### config.mk
export PLATFORM = sky130hd
export DESIGN_NAME = node_integrator
export DESIGN_NICKNAME = d
export VERILOG_FILES = /design/src/rtl/node_integrator.sv
export SDC_FILE = /design/constraint.sdc
export NUM_CORES = 2
export LEC_CHECK = 0
export BUFFER_PORTS_ARGS = -buffer_cell sky130_fd_sc_hd__buf_4
export CAP_MARGIN = 20
export CORE_AREA = 2 2 312 314
export CTS_CLUSTER_DIAMETER = 80
export CTS_CLUSTER_SIZE = 16
export DETAILED_ROUTE_END_ITERATION = 16
export DIE_AREA = 0 0 314 316
export HOLD_SLACK_MARGIN = 0.12
export PLACE_DENSITY = 0.54
export SLEW_MARGIN = 20
export SYNTH_ARGS = -nofsm -noshare
export SYNTH_HDL_FRONTEND = slang
export SYNTH_SLANG_ARGS = --single-unit
### constraint.sdc
create_clock -name clk_in -period 31.2 [get_ports clk_in]
set_input_delay 3.12 -clock clk_in [delete_from_list [all_inputs] [get_ports clk_in]]
set_output_delay 3.12 -clock clk_in [all_outputs]
set_load 0.01 [all_outputs]
### src/rtl/node_integrator.sv
// rtl/node_integrator.sv - soft-body node integrator: damped velocity/position update, one node per cycle
//
// Purpose:
//   Integrates one timestep for NUM_NODES 2-D nodes. input_valid in IDLE snapshots
//   the inputs. UPDATE then processes one node (both axes) per cycle. RESULT is
//   followed by a one-cycle output_valid pulse.
//   Per axis:
//     a     = F >>> DT_SHIFT
//     vd    = v - (v >>> DAMP_SHIFT)
//     v_new = sat_V(vd + a)
//     p_new = sat_P(p + (v_new >>> DT_SHIFT))
//
// Ports:
//   clk_in          rising-edge clock
//   rst_in          asynchronous active-high reset
//   input_valid     one-cycle request; honoured only in IDLE
//   forces          [axis][node] summed force, axis 0 = x, axis 1 = y
//   nodes_in        [axis][node] current positions
//   velocities_in   [axis][node] current velocities
//   nodes_out       [axis][node] updated positions; held while idle
//   velocities_out  [axis][node] updated velocities; held while idle
//   busy            high whenever the FSM is not in IDLE
//   output_valid    one-cycle pulse; the output arrays are complete

module node_integrator #(
    parameter int NUM_NODES     = 10,
    parameter int POSITION_SIZE = 8,
    parameter int VELOCITY_SIZE = 8,
    parameter int FORCE_SIZE    = 8,
    parameter int DT_SHIFT      = 2,
    parameter int DAMP_SHIFT    = 3
) (
    input  logic                            clk_in,
    input  logic                            rst_in,
    input  logic                            input_valid,
    input  logic signed [FORCE_SIZE-1:0]    forces         [1:0][NUM_NODES],
    input  logic signed [POSITION_SIZE-1:0] nodes_in       [1:0][NUM_NODES],
    input  logic signed [VELOCITY_SIZE-1:0] velocities_in  [1:0][NUM_NODES],
    output logic signed [POSITION_SIZE-1:0] nodes_out      [1:0][NUM_NODES],
    output logic signed [VELOCITY_SIZE-1:0] velocities_out [1:0][NUM_NODES],
    output logic                            busy,
    output logic                            output_valid
);

    localparam int MAXW = (POSITION_SIZE > VELOCITY_SIZE)
                        ? ((POSITION_SIZE > FORCE_SIZE) ? POSITION_SIZE : FORCE_SIZE)
                        : ((VELOCITY_SIZE > FORCE_SIZE) ? VELOCITY_SIZE : FORCE_SIZE);
    // Three guard bits: vd + a and p + v_new/dt can each grow by one bit
    // beyond the widest operand, so nothing wraps before saturation.
    localparam int EW = MAXW + 3;
    localparam int IW = (NUM_NODES > 1) ? $clog2(NUM_NODES) : 1;

    localparam logic [IW-1:0]        LAST_IDX = IW'(NUM_NODES - 1);
    localparam logic signed [EW-1:0] V_MAX    = EW'((1 << (VELOCITY_SIZE - 1)) - 1);
    localparam logic signed [EW-1:0] V_MIN    = EW'(-(1 << (VELOCITY_SIZE - 1)));
    localparam logic signed [EW-1:0] P_MAX    = EW'((1 << (POSITION_SIZE - 1)) - 1);
    localparam logic signed [EW-1:0] P_MIN    = EW'(-(1 << (POSITION_SIZE - 1)));

    typedef enum logic [1:0] {
        IDLE   = 2'd0,
        UPDATE = 2'd1,
        RESULT = 2'd2
    } state_t;

    state_t        state_q;
    state_t        state_d;
    logic [IW-1:0] idx_q;

    logic signed [FORCE_SIZE-1:0]    snap_f [1:0][NUM_NODES];
    logic signed [POSITION_SIZE-1:0] snap_p [1:0][NUM_NODES];
    logic signed [VELOCITY_SIZE-1:0] snap_v [1:0][NUM_NODES];

    logic signed [POSITION_SIZE-1:0] p_new [2];
    logic signed [VELOCITY_SIZE-1:0] v_new [2];

    logic signed [EW-1:0] f_e;
    logic signed [EW-1:0] v_e;
    logic signed [EW-1:0] p_e;
    logic signed [EW-1:0] vs_e;
    logic signed [EW-1:0] vn_e;
    logic signed [EW-1:0] ps_e;

    // State register
    always_ff @(posedge clk_in or posedge rst_in) begin
        if (rst_in) begin
            state_q <= IDLE;
        end else begin
            state_q <= state_d;
        end
    end

    // Next-state logic
    always_comb begin
        state_d = state_q;
        case (state_q)
            IDLE: begin
                if (input_valid) begin
                    state_d = UPDATE;
                end
            end
            UPDATE: begin
                if (idx_q == LAST_IDX) begin
                    state_d = RESULT;
                end
            end
            RESULT: begin
                state_d = IDLE;
            end
            default: begin
                state_d = IDLE;
            end
        endcase
    end

    assign busy = (state_q != IDLE);

    // Per-axis datapath for the node currently selected by idx_q
    always_comb begin
        f_e      = '0;
        v_e      = '0;
        p_e      = '0;
        vs_e     = '0;
        vn_e     = '0;
        ps_e     = '0;
        p_new[0] = '0;
        p_new[1] = '0;
        v_new[0] = '0;
        v_new[1] = '0;

        for (int ax = 0; ax < 2; ax++) begin
            // Size casts of signed operands sign-extend into the wide domain.
            f_e  = EW'(snap_f[ax][idx_q]);
            v_e  = EW'(snap_v[ax][idx_q]);
            p_e  = EW'(snap_p[ax][idx_q]);
            vs_e = (v_e - (v_e >>> DAMP_SHIFT)) + (f_e >>> DT_SHIFT);

            if (vs_e > V_MAX) begin
                v_new[ax] = V_MAX[VELOCITY_SIZE-1:0];
            end else if (vs_e < V_MIN) begin
                v_new[ax] = V_MIN[VELOCITY_SIZE-1:0];
            end else begin
                v_new[ax] = vs_e[VELOCITY_SIZE-1:0];
            end

            // The position uses the saturated new velocity, not the raw sum.
            vn_e = EW'(v_new[ax]);
            ps_e = p_e + (vn_e >>> DT_SHIFT);

            if (ps_e > P_MAX) begin
                p_new[ax] = P_MAX[POSITION_SIZE-1:0];
            end else if (ps_e < P_MIN) begin
                p_new[ax] = P_MIN[POSITION_SIZE-1:0];
            end else begin
                p_new[ax] = ps_e[POSITION_SIZE-1:0];
            end
        end
    end

    // Snapshot, index, output arrays and the registered completion pulse
    always_ff @(posedge clk_in or posedge rst_in) begin
        if (rst_in) begin
            idx_q        <= '0;
            output_valid <= 1'b0;
            for (int ax = 0; ax < 2; ax++) begin
                for (int n = 0; n < NUM_NODES; n++) begin
                    snap_f[ax][n]         <= '0;
                    snap_p[ax][n]         <= '0;
                    snap_v[ax][n]         <= '0;
                    nodes_out[ax][n]      <= '0;
                    velocities_out[ax][n] <= '0;
                end
            end
        end else begin
            // The pulse is raised on the edge that leaves RESULT, so a reset
            // that arrives while in UPDATE or RESULT never produces it.
            output_valid <= (state_q == RESULT);
            case (state_q)
                IDLE: begin
                    idx_q <= '0;
                    if (input_valid) begin
                        snap_f <= forces;
                        snap_p <= nodes_in;
                        snap_v <= velocities_in;
                    end
                end
                UPDATE: begin
                    nodes_out[0][idx_q]      <= p_new[0];
                    nodes_out[1][idx_q]      <= p_new[1];
                    velocities_out[0][idx_q] <= v_new[0];
                    velocities_out[1][idx_q] <= v_new[1];
                    if (idx_q != LAST_IDX) begin
                        idx_q <= idx_q + 1'b1;
                    end
                end
                default: begin
                    idx_q <= '0;
                end
            endcase
        end
    end

endmodule

Word-level counts from Yosys, hierarchy flattened
Index checks and enable logic that the tools add are counted.
{"block": "totals", "ff_bits": 807, "latch_bits": 0, "ramBits": 0, "romBits": 0, "in_bits": 483, "out_inout_bits": 322, "word_cells": 170, "memories": 0}
{"block": "op_classes", "addsub": 7, "n_mul": 0, "div_mod_pow": 0, "order_cmp": 10, "eq_ne": 7, "n_shift": 0, "muxes": 37, "n_bitwise": 1, "n_reduce_logical": 5}
{"operator": "bitwise mux 80 bit", "count": 4}
{"operator": "binary-select mux 8 bit (select 4 bit)", "count": 6}
{"operator": "two-way mux 8 bit", "count": 21}
{"operator": "demux 8 bit (select 4 bit)", "count": 1}
{"operator": "adder 9 x 6 -> 10 bit", "count": 2}
{"operator": "> comparator 10 x 8 -> 1 bit, second input constant", "count": 2}
{"operator": "< comparator 10 x 8 -> 1 bit, second input constant", "count": 2}
{"operator": "adder 8 x 6 -> 9 bit", "count": 2}
{"operator": "> comparator 9 x 8 -> 1 bit, second input constant", "count": 2}
{"operator": "< comparator 9 x 8 -> 1 bit, second input constant", "count": 2}
{"operator": "subtractor 8 x 5 -> 9 bit", "count": 2}
{"operator": "two-way mux 4 bit", "count": 2}
{"operator": "!= test 2 bit, second input constant", "count": 3}
{"operator": ">= comparator 5 bit, second input constant", "count": 1}
{"operator": "< comparator 5 x 1 -> 1 bit, second input constant", "count": 1}
{"operator": "NOT 4 -> 5 bit", "count": 1}
{"operator": "adder 4 x 1 -> 4 bit, second input constant", "count": 1}
{"operator": "== test 4 bit, second input constant", "count": 1}
{"operator": "two-way mux 2 bit", "count": 2}
{"operator": "!= test 4 bit, second input constant", "count": 1}
{"operator": "one-hot mux 2 bit (2 select lines)", "count": 1}
{"operator": "AND reduction 2 bit", "count": 2}
{"operator": "== test 2 x 1 -> 1 bit, second input constant", "count": 1}
{"operator": "== test 2 bit, second input constant", "count": 1}
{"operator": "3 further kinds", "count": 3}

Longest topological paths before layout
{"block": "depth", "word_depth": 14, "depth_mapped": 35, "mapped_depth_nobuf": 30}

Least setup slack after synthesis
Ideal clock, no wire load.
{"block": "synth_timing", "path_kind": "register -> register", "startpoint": "register idx_q[0]", "endpoint": "register nodes_out[100] in the netlist's numbering", "setup_ns": 0.087, "arrival_time_ns": 7.469, "required_time_ns": 31.113, "path_slack_ns": 23.644, "path_stages_with_launch": 33, "path_buffers": 6, "period_less_slack_ns": 7.556, "path_cell_list": "dfrtp_1 buf_2 buf_2 buf_1 clkbuf_1 clkbuf_1 mux4_2 nand2_1 o21ai_0 fa_1 inv_1 fa_1 and2b_1 o211ai_1 a21o_1 a21oi_1 nor2_1 nor2_1 nor2_1 o21ai_0 clkbuf_1 inv_1 ha_1 a21o_1 a21oi_1 o21bai_1 a21oi_1 o21ai_0 xor2_1 o21ai_0 nand3_1 o221ai_1 o21ai_0"}
{"element": "from (decl)", "line": "67", "source": "logic [IW-1:0] idx_q;"}
{"element": "from (signal assigned)", "line": "192", "source": "idx_q <= idx_q + 1'b1;"}
{"element": "to (signal, indexed assignment)", "line": "187", "source": "nodes_out[0][idx_q] <= p_new[0];"}
{"element": "to (signal, indexed assignment)", "line": "188", "source": "nodes_out[1][idx_q] <= p_new[1];"}
{"element": "to (decl)", "line": "39", "source": "output logic signed [POSITION_SIZE-1:0] nodes_out [1:0][NUM_NODES],"}

==> results.md <==
Run status:
- The flow ran to the end, and the final reports show no timing, DRC or antenna violations.

Final layout:
- In the final layout, the share of cells above drive strength 1 is 50.2%.
- After the last flow step, the layout net total stands at around 3,700.
- The number of non-filler instances in the completed layout is 4,508.
- Once layout is done, the placed cells without fillers occupy between 0.04 and 0.05 mm².
- Compared with the post-synthesis result, the final layout area differs by 25.8%.

Timing:
- The count of final hold-check violations was 0.
- The worst setup skew after layout is 0.0255 ns.
- Static timing analysis puts the maximum clock frequency at ~0.10 GHz.
- The worst relative slew slack is 30.5%.
- Setup repair after global routing left no endpoint under its margin.
- Setup violations remaining at the end of the flow were counted as 0.
- The final count of pins violating max slew is 0.
- In the final timing run, aggregate negative setup slack is 0 ns.
- The slew of the pin with the lowest slew margin is 1.04 ns.
- The final critical path time including I/O delays and setup is 9.57 ns.
- Of the available clock period, the critical path in the final layout requires between 30% and 40%.

Drt:
- The average vias per placed instance is 5.08.
- The via count is 22,900.
- The violation count after the first detailed-routing iteration is 1,332.
- The routed wire length per instance is 24.3 µm.
- The sum of routed wire length over all layers is 109,000 µm.
- The first TritonRoute pass finished after 5 iterations.
- After detailed routing, the number of remaining DRC violations is 0.
- In this run the remaining antenna-violating nets after routing total 0.

Worst setup path:
- The data required time of the worst path is 31.79 ns.
- The register-to-register path setup slack is 21.63 ns.
- The most frequent cell on the critical path is sky130_fd_sc_hd__buf_4.
- The reg-to-reg startpoint is idx_q[2].
- The critical path launch point is idx_q[2].
- The highest fanout seen on the critical path is 39.
- The worst setup path is captured at a register.
- The critical path startpoint category is a register.
- The class of the most critical setup path is reg2reg.
- Data on the critical path arrives at its endpoint at around 10 ns.
- The delay of the slowest cell on the worst path is 0.92 ns.
- The cell type of the slowest stage on the worst timing path is sky130_fd_sc_hd__a311oi_2.

GRT:
- The combined global-route utilization of all metal layers is 21.7%.
- The global route total overflow is 0.
- The global-route met2 utilization is 37.2%.
- Global routing used 26.3% of the available met1 tracks.
- Entering global routing, the biggest net connects 155 pins.
- The number of global-route vias before repair is about 24,000.
- The routing layer with the top usage in global route is met2.
- The first global-routing pass estimated 161,000 µm of wire.
- The initial antenna violation count is 40.
- Global routing consumed, on the met3 layer, 7.31% of the routing resources.

Synthesis:
- The synthesized design contains 767 register bits.
- The synthesized area per cell is 13.5 µm².
- The number of warning messages in the yosys log is 0.
- The async set-or-reset flop fraction in the synthesized netlist is 100%.
- Summing the sequential cell areas from Yosys gives between 50% and 60% of the chip area.
- The synthesized net count is ~3,000.
- Synthesis produced a netlist whose cell count is ~2,500.
- In this run the cell area of the synthesized design comes to 0.0338 mm².
- The number of enable-type register cells in the synthesized netlist is 0.
- In the synthesized netlist the dominant register cell turns out to be sky130_fd_sc_hd__dfrtp_1.
- The synthesized netlist contains 71 unique library cells.

Clock network:
- The root cell of the clock tree is sky130_fd_sc_hd__clkbuf_16.
- The number of gates given a new drive strength after cts is 0.
- Clock tree synthesis inserted a total of 54 buffers.
- The H-tree generated during clock tree synthesis spans 2 levels.
- For this design, the sink count on the clock tree is 767.
- The maximum number of buffers from clock root to sink is 3.
- The insertion delay of the later-clocked pin in the worst-skew pair is between 0.6 and 0.7 ns.
- The clock tree from TritonCTS is done.
- The post-CTS repair timing setup buffer count is 0.
- The clock-pin slew on the worst setup and hold paths is 0.07 ns.
- The post-cts hold buffer count is 0.

Placed design:
- The placed instances occupy a cell area of 0.0410 mm².
- Input and output buffers added on the ports amount to 764.
- Counting tap cells, the placed design contains a total of approximately 4,400 instances.
- Once detailed placement completed, the half-perimeter wirelength came to 80,400 µm.
- The last weighted congestion value of the routability-driven placer is 0.831.

Floorplanning:
- ~800 I/O pins were placed.
- The floorplan die area is 0.0992 mm².
- The initial utilization of the core area, before any placement, comes to 35.2%.
- The total number of placement rows is 114.
- The width of the die is approximately 310 µm.
- Measured along the y axis, the die boundary spans 316 µm.
- The floorplan core area is 0.0960 mm².

Min path:
- The tightest min-delay check is of the reg2reg type.
- The worst min-delay path startpoint is velocities_out[17].

Job:
- The reported max-cap violation count is 0.
[cells by family after synthesis]
group	after synthesis	synth area share [%]
and+or+nand+nor	311	3.79
buffers and inverters	223	2.49
AOI/OAI and AO/OA	396	7.02
xor gates and xnor gates	25	0.648
muxes	711	26.3
DFF	767	56.8
adders and majority gates	71	2.97
[cells in the mapped netlist, types with 3 or more instances]
library cell               number  area share [%]
sky130_fd_sc_hd__a211oi_1       4           0.089
sky130_fd_sc_hd__a21o_1        10            0.22
sky130_fd_sc_hd__a21oi_1       39            0.58
sky130_fd_sc_hd__a22o_1        10            0.26
sky130_fd_sc_hd__a22oi_1       44            0.98
sky130_fd_sc_hd__a31oi_1        3           0.056
sky130_fd_sc_hd__and2_1         3           0.056
sky130_fd_sc_hd__and3_1         5           0.093
sky130_fd_sc_hd__buf_1         11            0.12
sky130_fd_sc_hd__buf_2          3           0.044
sky130_fd_sc_hd__clkbuf_1     146             1.6
sky130_fd_sc_hd__dfrtp_1      767              57
sky130_fd_sc_hd__fa_1          16            0.95
sky130_fd_sc_hd__ha_1          44             1.6
sky130_fd_sc_hd__inv_1         60            0.67
sky130_fd_sc_hd__maj3_1         3           0.089
sky130_fd_sc_hd__maj3_2         3            0.10
sky130_fd_sc_hd__maj3_4         5            0.20
sky130_fd_sc_hd__mux2_1         5            0.17
sky130_fd_sc_hd__mux2_2       618              21
sky130_fd_sc_hd__mux2i_1        9            0.27
sky130_fd_sc_hd__mux4_2        79             5.3
sky130_fd_sc_hd__nand2_1      238             2.6
sky130_fd_sc_hd__nand2b_1       5           0.093
sky130_fd_sc_hd__nand3_1        7            0.10
sky130_fd_sc_hd__nor2_1        29            0.32
sky130_fd_sc_hd__nor2b_1        6            0.11
sky130_fd_sc_hd__o211ai_1       3           0.067
sky130_fd_sc_hd__o21ai_0      219             3.2
sky130_fd_sc_hd__o21ai_1       22            0.33
sky130_fd_sc_hd__o21bai_1       3           0.067
sky130_fd_sc_hd__o22a_1         7            0.18
sky130_fd_sc_hd__o22ai_1        3           0.056
sky130_fd_sc_hd__or2_2          4           0.074
sky130_fd_sc_hd__xnor2_1       17            0.44
sky130_fd_sc_hd__xor2_1         8            0.21
[layout by cell type (no fill, tap or decap), types with 33 or more instances in the layout]
cell                          n
sky130_fd_sc_hd__clkbuf_16   55
sky130_fd_sc_hd__o21ai_0    216
sky130_fd_sc_hd__dfrtp_1    764
sky130_fd_sc_hd__buf_4      803
sky130_fd_sc_hd__mux2_2     618
sky130_fd_sc_hd__a22oi_1     44
sky130_fd_sc_hd__inv_1       58
sky130_fd_sc_hd__ha_1        44
sky130_fd_sc_hd__a21oi_1     33
sky130_fd_sc_hd__nand2_1    233
sky130_fd_sc_hd__mux4_2      79
[metal layers]
metal / up-vias / wire, µm
met5: - / 227
met4: 32 / 2180
met3: 150 / 8850
met2: 674 / 54000
met1: 11700 / 44200
li1: 10300 / -
[worst max-delay path, delay by kind of cell (launching register included)]
kind            cells  cell delay (ns)
flops               1             0.35
buf+inv             6             2.17
xor+xnor            1             0.43
simple gates        3             0.82
compound gates     12             3.87
fa+ha+maj           3             1.48
mux                 1             0.30
[per-stage QoR]
| stage | setup slack [ns] | util, % | hold slack [ns] |
|---|---|---|---|
| after global routing | 20.61 | 44.3 | 0.504 |
| after floorplan | 6.55 | - | 0.473 |
| after detailed placement | 21.39 | 42.7 | 0.472 |
| final | 21.63 | 44.3 | 0.483 |
| after global placement | 21.59 | 42.7 | 0.463 |
| after CTS | 21.36 | 44.2 | 0.488 |
[cell type report]
cell class,instances,area [µm²]
antenna,19,47.5
clock buffer,59,1400
clock inverter,4,73.8
fill,8792,53500
inverter,63,245
multi-input combinational,1514,13800
sequential,767,19200
tap,1276,1600
timing repair buffer,806,6080
[final timing paths]
path,end,cells past startpoint
max,nodes_out[60],26
min,velocities_out[17],2
max reg2reg,nodes_out[60],26
min reg2reg,velocities_out[17],2
max in group asynchronous,snap_p[135],5
min in group asynchronous,snap_v[63],2
[registers in the layout (all words and copies together), names as in the netlist]
register        flops
idx_q               4
nodes_out         160
output_valid        1
snap_f            120
snap_p            160
snap_v            160
state_q             2
velocities_out    160
Power is left out: the tool's default activity adds up to more than one toggle a clock period on the data nets, which glitch-free logic cannot reach.
